$ cat src/rtl/lsu_arbiter.sv
// lsu_arbiter: two-master arbiter in front of a single-port LSU with bus lock and 1-cycle responses.
// Define LSU_ARB_RR_EN for round-robin arbitration; the default build uses fixed priority (m0 wins).
module lsu_arbiter #(
    parameter int ADDR_W = 32,
    parameter int DATA_W = 32
) (
    input  logic              i_clk,
    input  logic              i_reset,
    input  logic              i_m0_req,
    input  logic [ADDR_W-1:0] i_m0_addr,
    input  logic [DATA_W-1:0] i_m0_wdata,
    input  logic [1:0]        i_m0_size,
    input  logic              i_m0_wren,
    input  logic              i_m0_lock,
    output logic              o_m0_gnt,
    output logic              o_m0_rvalid,
    output logic [DATA_W-1:0] o_m0_rdata,
    output logic              o_m0_err,
    input  logic              i_m1_req,
    input  logic [ADDR_W-1:0] i_m1_addr,
    input  logic [DATA_W-1:0] i_m1_wdata,
    input  logic [1:0]        i_m1_size,
    input  logic              i_m1_wren,
    input  logic              i_m1_lock,
    output logic              o_m1_gnt,
    output logic              o_m1_rvalid,
    output logic [DATA_W-1:0] o_m1_rdata,
    output logic              o_m1_err,
    output logic [ADDR_W-1:0] o_lsu_addr,
    output logic [DATA_W-1:0] o_lsu_st_data,
    output logic [1:0]        o_lsu_size,
    output logic              o_lsu_wren,
    input  logic [DATA_W-1:0] i_lsu_ld_data
);

    typedef enum logic [1:0] {
        UNLOCKED = 2'b00,
        LOCK_M0  = 2'b01,
        LOCK_M1  = 2'b10
    } lock_state_e;

    lock_state_e       state_r;
    lock_state_e       state_next_s;

    logic              req0_s;
    logic              req1_s;
    logic              gnt0_s;
    logic              gnt1_s;
    logic              any_gnt_s;
    logic [ADDR_W-1:0] win_addr_s;
    logic [DATA_W-1:0] win_wdata_s;
    logic [1:0]        win_size_s;
    logic              win_wren_s;
    logic              win_err_s;

    logic              rsp_valid_r;
    logic              rsp_owner_r;
    logic              rsp_err_r;
    logic              rsp_load_r;

    function automatic logic access_err(input logic [1:0] size, input logic [1:0] addr_lo);
        logic e;
        case (size)
            2'b00:   e = 1'b0;
            2'b01:   e = addr_lo[0];
            2'b10:   e = (addr_lo != 2'b00);
            default: e = 1'b1;
        endcase
        return e;
    endfunction

    // a lock owner shuts the other master out until it drops its lock
    assign req0_s    = i_m0_req & (state_r != LOCK_M1);
    assign req1_s    = i_m1_req & (state_r != LOCK_M0);
    assign any_gnt_s = gnt0_s | gnt1_s;

`ifdef LSU_ARB_RR_EN
    logic ptr_r;

    // round-robin tie break: pointer names the master that wins the next tie
    always_comb begin
        gnt0_s = 1'b0;
        gnt1_s = 1'b0;
        if (req0_s && req1_s) begin
            gnt0_s = ~ptr_r;
            gnt1_s = ptr_r;
        end else begin
            gnt0_s = req0_s;
            gnt1_s = req1_s;
        end
    end

    // pointer moves to the loser after every grant taken while unlocked
    always_ff @(posedge i_clk or negedge i_reset) begin
        if (!i_reset) begin
            ptr_r <= 1'b0;
        end else if ((state_r == UNLOCKED) && any_gnt_s) begin
            ptr_r <= gnt0_s;
        end else begin
            ptr_r <= ptr_r;
        end
    end
`else
    // fixed priority: m0 always beats m1
    always_comb begin
        gnt0_s = req0_s;
        gnt1_s = req1_s & ~req0_s;
    end
`endif

    // winner mux; everything reads zero when nobody is granted
    always_comb begin
        win_addr_s  = {ADDR_W{1'b0}};
        win_wdata_s = {DATA_W{1'b0}};
        win_size_s  = 2'b00;
        win_wren_s  = 1'b0;
        if (gnt1_s) begin
            win_addr_s  = i_m1_addr;
            win_wdata_s = i_m1_wdata;
            win_size_s  = i_m1_size;
            win_wren_s  = i_m1_wren;
        end else if (gnt0_s) begin
            win_addr_s  = i_m0_addr;
            win_wdata_s = i_m0_wdata;
            win_size_s  = i_m0_size;
            win_wren_s  = i_m0_wren;
        end else begin
            win_addr_s  = {ADDR_W{1'b0}};
            win_wdata_s = {DATA_W{1'b0}};
            win_size_s  = 2'b00;
            win_wren_s  = 1'b0;
        end
    end

    assign win_err_s     = any_gnt_s & access_err(win_size_s, win_addr_s[1:0]);
    assign o_m0_gnt      = gnt0_s;
    assign o_m1_gnt      = gnt1_s;
    assign o_lsu_addr    = win_addr_s;
    assign o_lsu_st_data = win_wdata_s;
    assign o_lsu_size    = win_size_s;
    assign o_lsu_wren    = win_wren_s & ~win_err_s;

    // lock state register
    always_ff @(posedge i_clk or negedge i_reset) begin
        if (!i_reset) begin
            state_r <= UNLOCKED;
        end else begin
            state_r <= state_next_s;
        end
    end

    // lock entry on a locked grant; exit on the first edge the owner's lock is low
    always_comb begin
        state_next_s = state_r;
        case (state_r)
            UNLOCKED: begin
                if (gnt0_s && i_m0_lock) begin
                    state_next_s = LOCK_M0;
                end else if (gnt1_s && i_m1_lock) begin
                    state_next_s = LOCK_M1;
                end else begin
                    state_next_s = UNLOCKED;
                end
            end
            LOCK_M0: begin
                if (!i_m0_lock) begin
                    state_next_s = UNLOCKED;
                end else begin
                    state_next_s = LOCK_M0;
                end
            end
            LOCK_M1: begin
                if (!i_m1_lock) begin
                    state_next_s = UNLOCKED;
                end else begin
                    state_next_s = LOCK_M1;
                end
            end
            default: state_next_s = UNLOCKED;
        endcase
    end

    // response pipeline: exactly one pulse per grant, one cycle later
    always_ff @(posedge i_clk or negedge i_reset) begin
        if (!i_reset) begin
            rsp_valid_r <= 1'b0;
            rsp_owner_r <= 1'b0;
            rsp_err_r   <= 1'b0;
            rsp_load_r  <= 1'b0;
        end else begin
            rsp_valid_r <= any_gnt_s;
            rsp_owner_r <= gnt1_s;
            rsp_err_r   <= win_err_s;
            rsp_load_r  <= any_gnt_s & ~win_wren_s & ~win_err_s;
        end
    end

    // load data arrives from the LSU in the response cycle, so it is steered, not stored
    assign o_m0_rvalid = rsp_valid_r & ~rsp_owner_r;
    assign o_m1_rvalid = rsp_valid_r & rsp_owner_r;
    assign o_m0_err    = o_m0_rvalid & rsp_err_r;
    assign o_m1_err    = o_m1_rvalid & rsp_err_r;
    assign o_m0_rdata  = (o_m0_rvalid && rsp_load_r) ? i_lsu_ld_data : {DATA_W{1'b0}};
    assign o_m1_rdata  = (o_m1_rvalid && rsp_load_r) ? i_lsu_ld_data : {DATA_W{1'b0}};

endmodule

$ cat config.mk
export PLATFORM = sky130hd
export DESIGN_NAME = lsu_arbiter
export DESIGN_NICKNAME = d
export VERILOG_FILES = /design/src/rtl/lsu_arbiter.sv
export SDC_FILE = /design/constraint.sdc
export NUM_CORES = 1
export LEC_CHECK = 0
export BUFFER_PORTS_ARGS = -buffer_cell sky130_fd_sc_hd__buf_2
export CORE_AREA = 3 3 118 120
export DETAILED_ROUTE_END_ITERATION = 10
export DIE_AREA = 0 0 121 123
export PLACE_DENSITY = 0.55
export SYNTH_ARGS = -nofsm -noshare
export SYNTH_HDL_FRONTEND = slang
export SYNTH_SLANG_ARGS = --single-unit
export TNS_END_PERCENT = 1
$ cat constraint.sdc
create_clock -name i_clk -period 1.5 [get_ports i_clk]
set_input_delay 0.375 -clock i_clk [delete_from_list [all_inputs] [get_ports i_clk]]
set_output_delay 0.375 -clock i_clk [all_outputs]
set_load 0.01 [all_outputs]
==> impl_metrics.toml, run 1 <==
[synthesis]
synth.cells.most_frequent = "62 x sky130_fd_sc_hd__a22o_1, 35 x sky130_fd_sc_hd__and2_1, 34 x sky130_fd_sc_hd__and3_1"
synth-adder-area-share = 0
synth.most_common_cell = "sky130_fd_sc_hd__a22o_1"
synthesis.area_mm2 = 0.00161
yosysTopAreaCell = "sky130_fd_sc_hd__a22o_1"
synth_edf_count = 0
synth.net_count = 381
post_synth_num_cell_types = 23
synth.area.top_cells = "sky130_fd_sc_hd__a22o_1 34%, sky130_fd_sc_hd__and2_1 14%, sky130_fd_sc_hd__and3_1 13%"
synth_compound_area_frac = 0.414
synth-seq-cells = 6
synth_warnings = 0
synth_seq_area_share = 0.0934
synth.top_cell.area_share = 0.338
ys_dominant_reg_cell = "sky130_fd_sc_hd__dfrtp_1"
synth.avg_cell_area_um2 = 7.69
synth-simple-area-share = 0.381
syn-instance-count = 209
async_reset_ff_frac = 1.00
synth-xor-area-share = 0
main_combinational_cell_family_by_area_after_synthesis = "compound AO/OA/AOI/OAI gates"
muxShareOfSynthArea = 0

[power]
seqPwrFrac = 0.095
p_switching_uw = 817
power.density_mw_per_mm2 = 540
combinational_fraction_of_design_power = 0.702
power_report.internal_total_uw = 1280
power.static_leakage_uw = 0.00239
max-vdd-ir-drop_mv = 0.281
p_sw_frac = 0.390
power_frac_clock = 0.203

[die]
ios = 309
die-width_um = 121
initial_core_util = 0.123
placement_rows = 42
fp.dieArea_mm2 = 0.0149
coreArea_mm2 = 0.0131
die_y_um = 123

[setup_path]
critical_path_class = "register to primary output"
crit_path_start_kind = "register"
timing.critical_path.arrival_ns = 1.73
cp_max_fo = 6
cp-end-kind = "primary output"
critical_path_rt_ns = 1.12

[worst_hold_path]
hold_class = "input pin to register"

[status]
failed_checks = "negative setup slack"
status = "finished, violations left"

[place]
gp_congestion = 0.792
count_of_input_and_output_buffers = 308
place.detailed.hpwl_um = 10800
place.detailed.instances = 691

[clock_tree]
clk-insertion-delay-late_ns = 0.23
clock_tree_from_tritoncts = "yes"
cts_sinks = 6
cts_htree_levels = 1
cts.path.max_buffers = 2
cts_bufs_inserted = 3
clk_transition_reported_paths_ns = 0.03
ctsRootBufferMaster = "sky130_fd_sc_hd__clkbuf_16"

[global_route]
grt-ovfl-total = 0
number_of_global_route_vias_before_repair = 2818
grt_first_pass_wirelength_um = 16400
grt_start_max_net_pins = 43
antenna_violations_before_repair = 0
track_usage = 0.145

[drt]
routed-via-count = 2953
via_per_inst = 4.23
drt_pass1_iterations = 4
wire_per_inst_um = 17.5
detailedRoute.firstIterationViolations = 57
detail_route_antenna_nets = 0
drcViolationCount = 0
route.final.wire_length_um = 12200

[timing]
final.period_utilization = 1.40
rsz0062_at_grt = "true"
worst_slack_ns = -0.600
min_period_ns = 2.10
clock_skews_ns = 0.000584
setup_viol = 136
max_freq_mhz = 476
maxSlewHeadroom = 0.798
worstMarginPinSlew_ns = 0.303
final-max-slew-violation-count = 0
final_hold_violations = 0

[layout]
num-fill-cells = 1443
number_of_nets_in_the_layout = 696
insertedDiodeCount = 0
syn2layout_area_growth_pct = 141
finish.utilization = 0.296
layout.cells.non_filler = 698
drive_gt1_frac = 0.697

[flow_run]
max_cap_viol_count = 0
## per-stage QoR
step / cell area, um2 / hold WS [ns] / setup slack, ns / setup TNS, ns / total power [uW]
final: 3880 / 0.413 / -0.600 / -44.35 / 2090
after floorplan: 1680 / 0.0794 / -0.226 / -8.69 / 852
after global routing: 3880 / 0.419 / -0.656 / -53.93 / 2230
after CTS: 3860 / 0.413 / -0.604 / -44.78 / 2120
after detailed placement: 3520 / 0.204 / -0.514 / -30.47 / 1550
after global placement: 3520 / 0.201 / -0.506 / -29.88 / 1550
## flip-flops by register name (all words and copies together) (netlist names)
name	flops
rsp_owner_r	1
state_r	2
rsp_err_r	1
rsp_valid_r	1
rsp_load_r	1
## cell families after synthesis
family	count (synthesis)
simple gates	99
buf+inv	27
compound gates	77
flops	6
## what timing repair did
action                     CTS  global route
cloned                       1             0
hold buffers                 1             0
hold endpoints to repair     6             0
gates resized for setup     56             3
setup endpoints to repair  137           137
setup buffers                2             0
pin swaps                   38             4
## cell type report
class                   count  area (um2)  area share
multi-input cells         176        1420       0.365
inverters                   1        3.75    0.000968
repair buffers            336        2010       0.519
clock buffers               3        75.1      0.0194
well taps                 176         220      0.0568
flip-flops and latches      6         151      0.0390
## final timing paths
check / start / to / slack, ns / depth (start not counted)
worst min register to register: state_r[1] / state_r[0] / 0.65 / 2
max in group asynchronous: i_reset / state_r[0] / 0.81 / 2
worst max-delay path: state_r[0] / o_lsu_wren / -0.60 / 6
worst min-delay path: i_m1_lock / state_r[1] / 0.41 / 2
worst max register to register: state_r[0] / rsp_err_r / -0.17 / 6
min in group asynchronous: i_reset / rsp_owner_r / 0.54 / 2
## cell usage in the layout, fill, tap and decap left out
cell type / netlist / final
sky130_fd_sc_hd__buf_4: 1 / 19
sky130_fd_sc_hd__and2_4: 0 / 4
sky130_fd_sc_hd__nor2b_1: 5 / 3
sky130_fd_sc_hd__a21oi_2: 0 / 2
sky130_fd_sc_hd__dlygate4sd3_1: 0 / 1
sky130_fd_sc_hd__nor2b_2: 0 / 1
sky130_fd_sc_hd__nand2_1: 7 / 6
sky130_fd_sc_hd__a21oi_1: 9 / 3
sky130_fd_sc_hd__inv_2: 1 / 1
sky130_fd_sc_hd__or3_4: 1 / 1
sky130_fd_sc_hd__and2_1: 35 / 31
sky130_fd_sc_hd__nor3b_1: 2 / 2
sky130_fd_sc_hd__a22o_4: 0 / 1
sky130_fd_sc_hd__and2b_1: 2 / 2
sky130_fd_sc_hd__buf_12: 0 / 5
sky130_fd_sc_hd__and3_1: 34 / 33
sky130_fd_sc_hd__buf_2: 6 / 282
sky130_fd_sc_hd__dfrtp_2: 0 / 1
sky130_fd_sc_hd__a221o_1: 1 / 1
sky130_fd_sc_hd__and3_4: 0 / 1
sky130_fd_sc_hd__a21oi_4: 0 / 4
sky130_fd_sc_hd__nor2_1: 3 / 3
sky130_fd_sc_hd__nor2b_4: 0 / 1
sky130_fd_sc_hd__nand2_2: 1 / 1
sky130_fd_sc_hd__nand2b_4: 1 / 2
sky130_fd_sc_hd__a22o_1: 62 / 61
sky130_fd_sc_hd__nor2_4: 0 / 1
sky130_fd_sc_hd__a221oi_2: 4 / 2
sky130_fd_sc_hd__buf_6: 9 / 28
sky130_fd_sc_hd__a221oi_4: 0 / 2
sky130_fd_sc_hd__bufbuf_16: 0 / 1
sky130_fd_sc_hd__dfrtp_1: 6 / 5
sky130_fd_sc_hd__a21o_1: 1 / 1
sky130_fd_sc_hd__clkbuf_16: 0 / 3
sky130_fd_sc_hd__nand2b_1: 7 / 6
sky130_fd_sc_hd__nand2_8: 0 / 1
## routing by layer
layer	wire length [um]	part of all wire	global-route usage
met4	22	0.0018	0.0149
met5	0	0	0
met1	4970	0.41	0.178
met2	5770	0.47	0.250
met3	1470	0.12	0.0554
## worst max-delay path, stage by stage, from the launching register on
cell                       delay, ns
sky130_fd_sc_hd__dfrtp_2        0.48
sky130_fd_sc_hd__nand2b_4       0.20
sky130_fd_sc_hd__nand2_8        0.10
sky130_fd_sc_hd__a221oi_4       0.07
sky130_fd_sc_hd__or3_4          0.41
sky130_fd_sc_hd__a21oi_4        0.13
sky130_fd_sc_hd__buf_6          0.11
## power by group through the flow
| stage | clock network [uW] | logic, uW | registers [uW] |
|---|---|---|---|
| 2_1_floorplan | 0 | 660 | 192 |
| 3_3_place_gp | 0 | 1360 | 197 |
| 3_5_place_dp | 0 | 1360 | 197 |
| 4_1_cts | 434 | 1490 | 198 |
| 5_1_grt | 440 | 1590 | 203 |
| 6_report | 426 | 1470 | 199 |
Note: power is estimated with default switching activity, not from simulation.
==> run 2: changes to the inputs <==
Settings changed: CORE_AREA 3 3 118 120 to 3 3 120 122, DIE_AREA 0 0 121 123 to 0 0 123 125, PLACE_DENSITY 0.55 to 0.53, SKIP_LAST_GASP from default to 1.
Clock period 1.5 ns to 1.97 ns, I/O delays scaled along.
==> impl_metrics.toml, run 2 (same netlist as run 1, synthesis figures left out) <==
[status]
status = "finished, violations left"
failed_checks = "negative setup slack"

[setup_path]
max_stage_delay_ns = 0.43
worst_r2r_path_depth = 11
crit_path_start_kind = "register"
cp-end-kind = "primary output"
cp_max_fo = 6
r2r_start = "state_r[0]"
ff_to_ff_setup_slack_ns = 0.10
critical_path_rt_ns = 1.48
startpoint = "state_r[0]"
timing.critical_path.arrival_ns = 1.70
crit_slowest_cell = "sky130_fd_sc_hd__dfrtp_2"
worstPathCellList = "buf_6 > buf_6 > a221oi_4 > buf_4 > a21o_1 > a21oi_2 > buf_2"
critical_path_class = "register to primary output"
path_common_cell = "sky130_fd_sc_hd__buf_6"
reg2reg_capture_point = "rsp_err_r"

[clock_tree]
clock_tree_from_tritoncts = "yes"
ctsRootBufferMaster = "sky130_fd_sc_hd__clkbuf_16"
cts_sinks = 6
postCtsHoldBufs = 0
cts_htree_levels = 1
clk-insertion-delay-late_ns = 0.23
cts_bufs_inserted = 3
cts.path.max_buffers = 2
clk_transition_reported_paths_ns = 0.03

[layout]
drive_gt1_frac = 0.689
syn2layout_area_growth_pct = 134
insertedDiodeCount = 0
final_common_cell = "sky130_fd_sc_hd__buf_2"
regMostFlops = "state_r"
layout.cell_area.non_filler_mm2 = 0.00377
num-fill-cells = 1496
layout_common_cells = "302 x sky130_fd_sc_hd__buf_2, 62 x sky130_fd_sc_hd__a22o_1, 35 x sky130_fd_sc_hd__and2_1, 33 x sky130_fd_sc_hd__and3_1, 24 x sky130_fd_sc_hd__buf_4"
number_of_nets_in_the_layout = 701
finish.utilization = 0.283
largest_reg_flops = 2

[die]
fp.dieArea_mm2 = 0.0154
ios = 309
placement_rows = 42
coreArea_mm2 = 0.0133
die_y_um = 125
initial_core_util = 0.121
die-width_um = 123

[global_route]
track_usage = 0.128
grt_most_used_layer = "met2"
grt_first_pass_wirelength_um = 15500
grtUsageMet3 = 0.0334
antenna_violations_before_repair = 3
grt-ovfl-total = 0
grt_start_max_net_pins = 43
use_met2 = 0.247
gr-usage-met1 = 0.140
number_of_global_route_vias_before_repair = 2747

[power]
max-vdd-ir-drop_mv = 0.237
power.density_mw_per_mm2 = 410
power.static_leakage_uw = 0.00239

[timing]
worstMarginPinSlew_ns = 0.418
min_period_ns = 2.19
rsz0062_at_grt = "true"
final.period_utilization = 1.11
final.setup.tns_ns = -12.05
maxSlewHeadroom = 0.721
final_hold_violations = 0
final-max-slew-violation-count = 0
worst_slack_ns = -0.223
max_freq_mhz = 456
clock_skews_ns = 0.000301
setup_viol = 64

[drt]
drcViolationCount = 0
route.final.wire_length_um = 11500
wire_per_inst_um = 16.3
detail_route_antenna_nets = 0
via_per_inst = 4.18
routed-via-count = 2940
detailedRoute.firstIterationViolations = 68
drt_pass1_iterations = 4

[place]
placement.cell_area_mm2 = 0.00340
dpl_worst_slack_ns = -0.243
count_of_input_and_output_buffers = 308
gp_congestion = 0.834
place.detailed.hpwl_um = 9290

[flow_run]
max_cap_viol_count = 0

[worst_hold_path]
hold_class = "input pin to async pin"
## run 2: what timing repair did
item                       in CTS  in global routing
setup endpoints to repair      98                 99
cloned                          3                  2
pin swaps                      10                  6
resized for setup              20                  9
setup buffers                   6                  1
## run 2: worst max-delay path by stage
stage                     slack (ns)             end  cells past startpoint
after floorplan                 0.03      o_lsu_wren                      5
after global placement         -0.24  o_lsu_addr[31]                      7
after detailed placement       -0.24      o_lsu_wren                      7
after CTS                      -0.24   o_lsu_addr[3]                      8
after global routing           -0.30      o_lsu_wren                      7
final                          -0.22      o_lsu_wren                      7
## run 2: power breakdown
part | internal [uW] | switching [uW] | total [uW] | leakage [uW]
Sequential | 139 | 11.4 | 150 | 0.0000725
Combinational | 552 | 518 | 1070 | 0.00228
Clock | 260 | 64.6 | 325 | 0.0000370
## run 2: cell type report
| cell class | count | area, um2 | share of cell area |
|---|---|---|---|
| Inverter | 1 | 3.75 | 0.000996 |
| Multi-Input combinational cell | 176 | 1350 | 0.358 |
| Tap cell | 176 | 220 | 0.0585 |
| Clock buffer | 3 | 75.1 | 0.0199 |
| Timing Repair Buffer | 341 | 1970 | 0.522 |
| Sequential cell | 6 | 153 | 0.0405 |
## run 2: metal layers
metal	vias to the layer above	wire, um	part of all wire
met5	-	41	0.0036
met4	6	84	0.0073
met3	14	1230	0.11
met2	201	5900	0.51
met1	1285	4220	0.37
li1	1434	-	-
## run 2: per-stage QoR
stage / cells / total power (uW) / hold WS [ns]
floorplan: 209 / 622 / 0.197
global placement: 688 / 1110 / 0.326
detailed placement: 688 / 1110 / 0.328
CTS: 700 / 1520 / 0.0875
global route: 703 / 1640 / 0.0999
finish: 703 / 1540 / 0.0870
## run 2: worst max-delay path, delay by kind of cell (launching register included)
kind	cells	cell delay (ns)
compound gates	3	0.48
flops	1	0.43
buf+inv	4	0.56
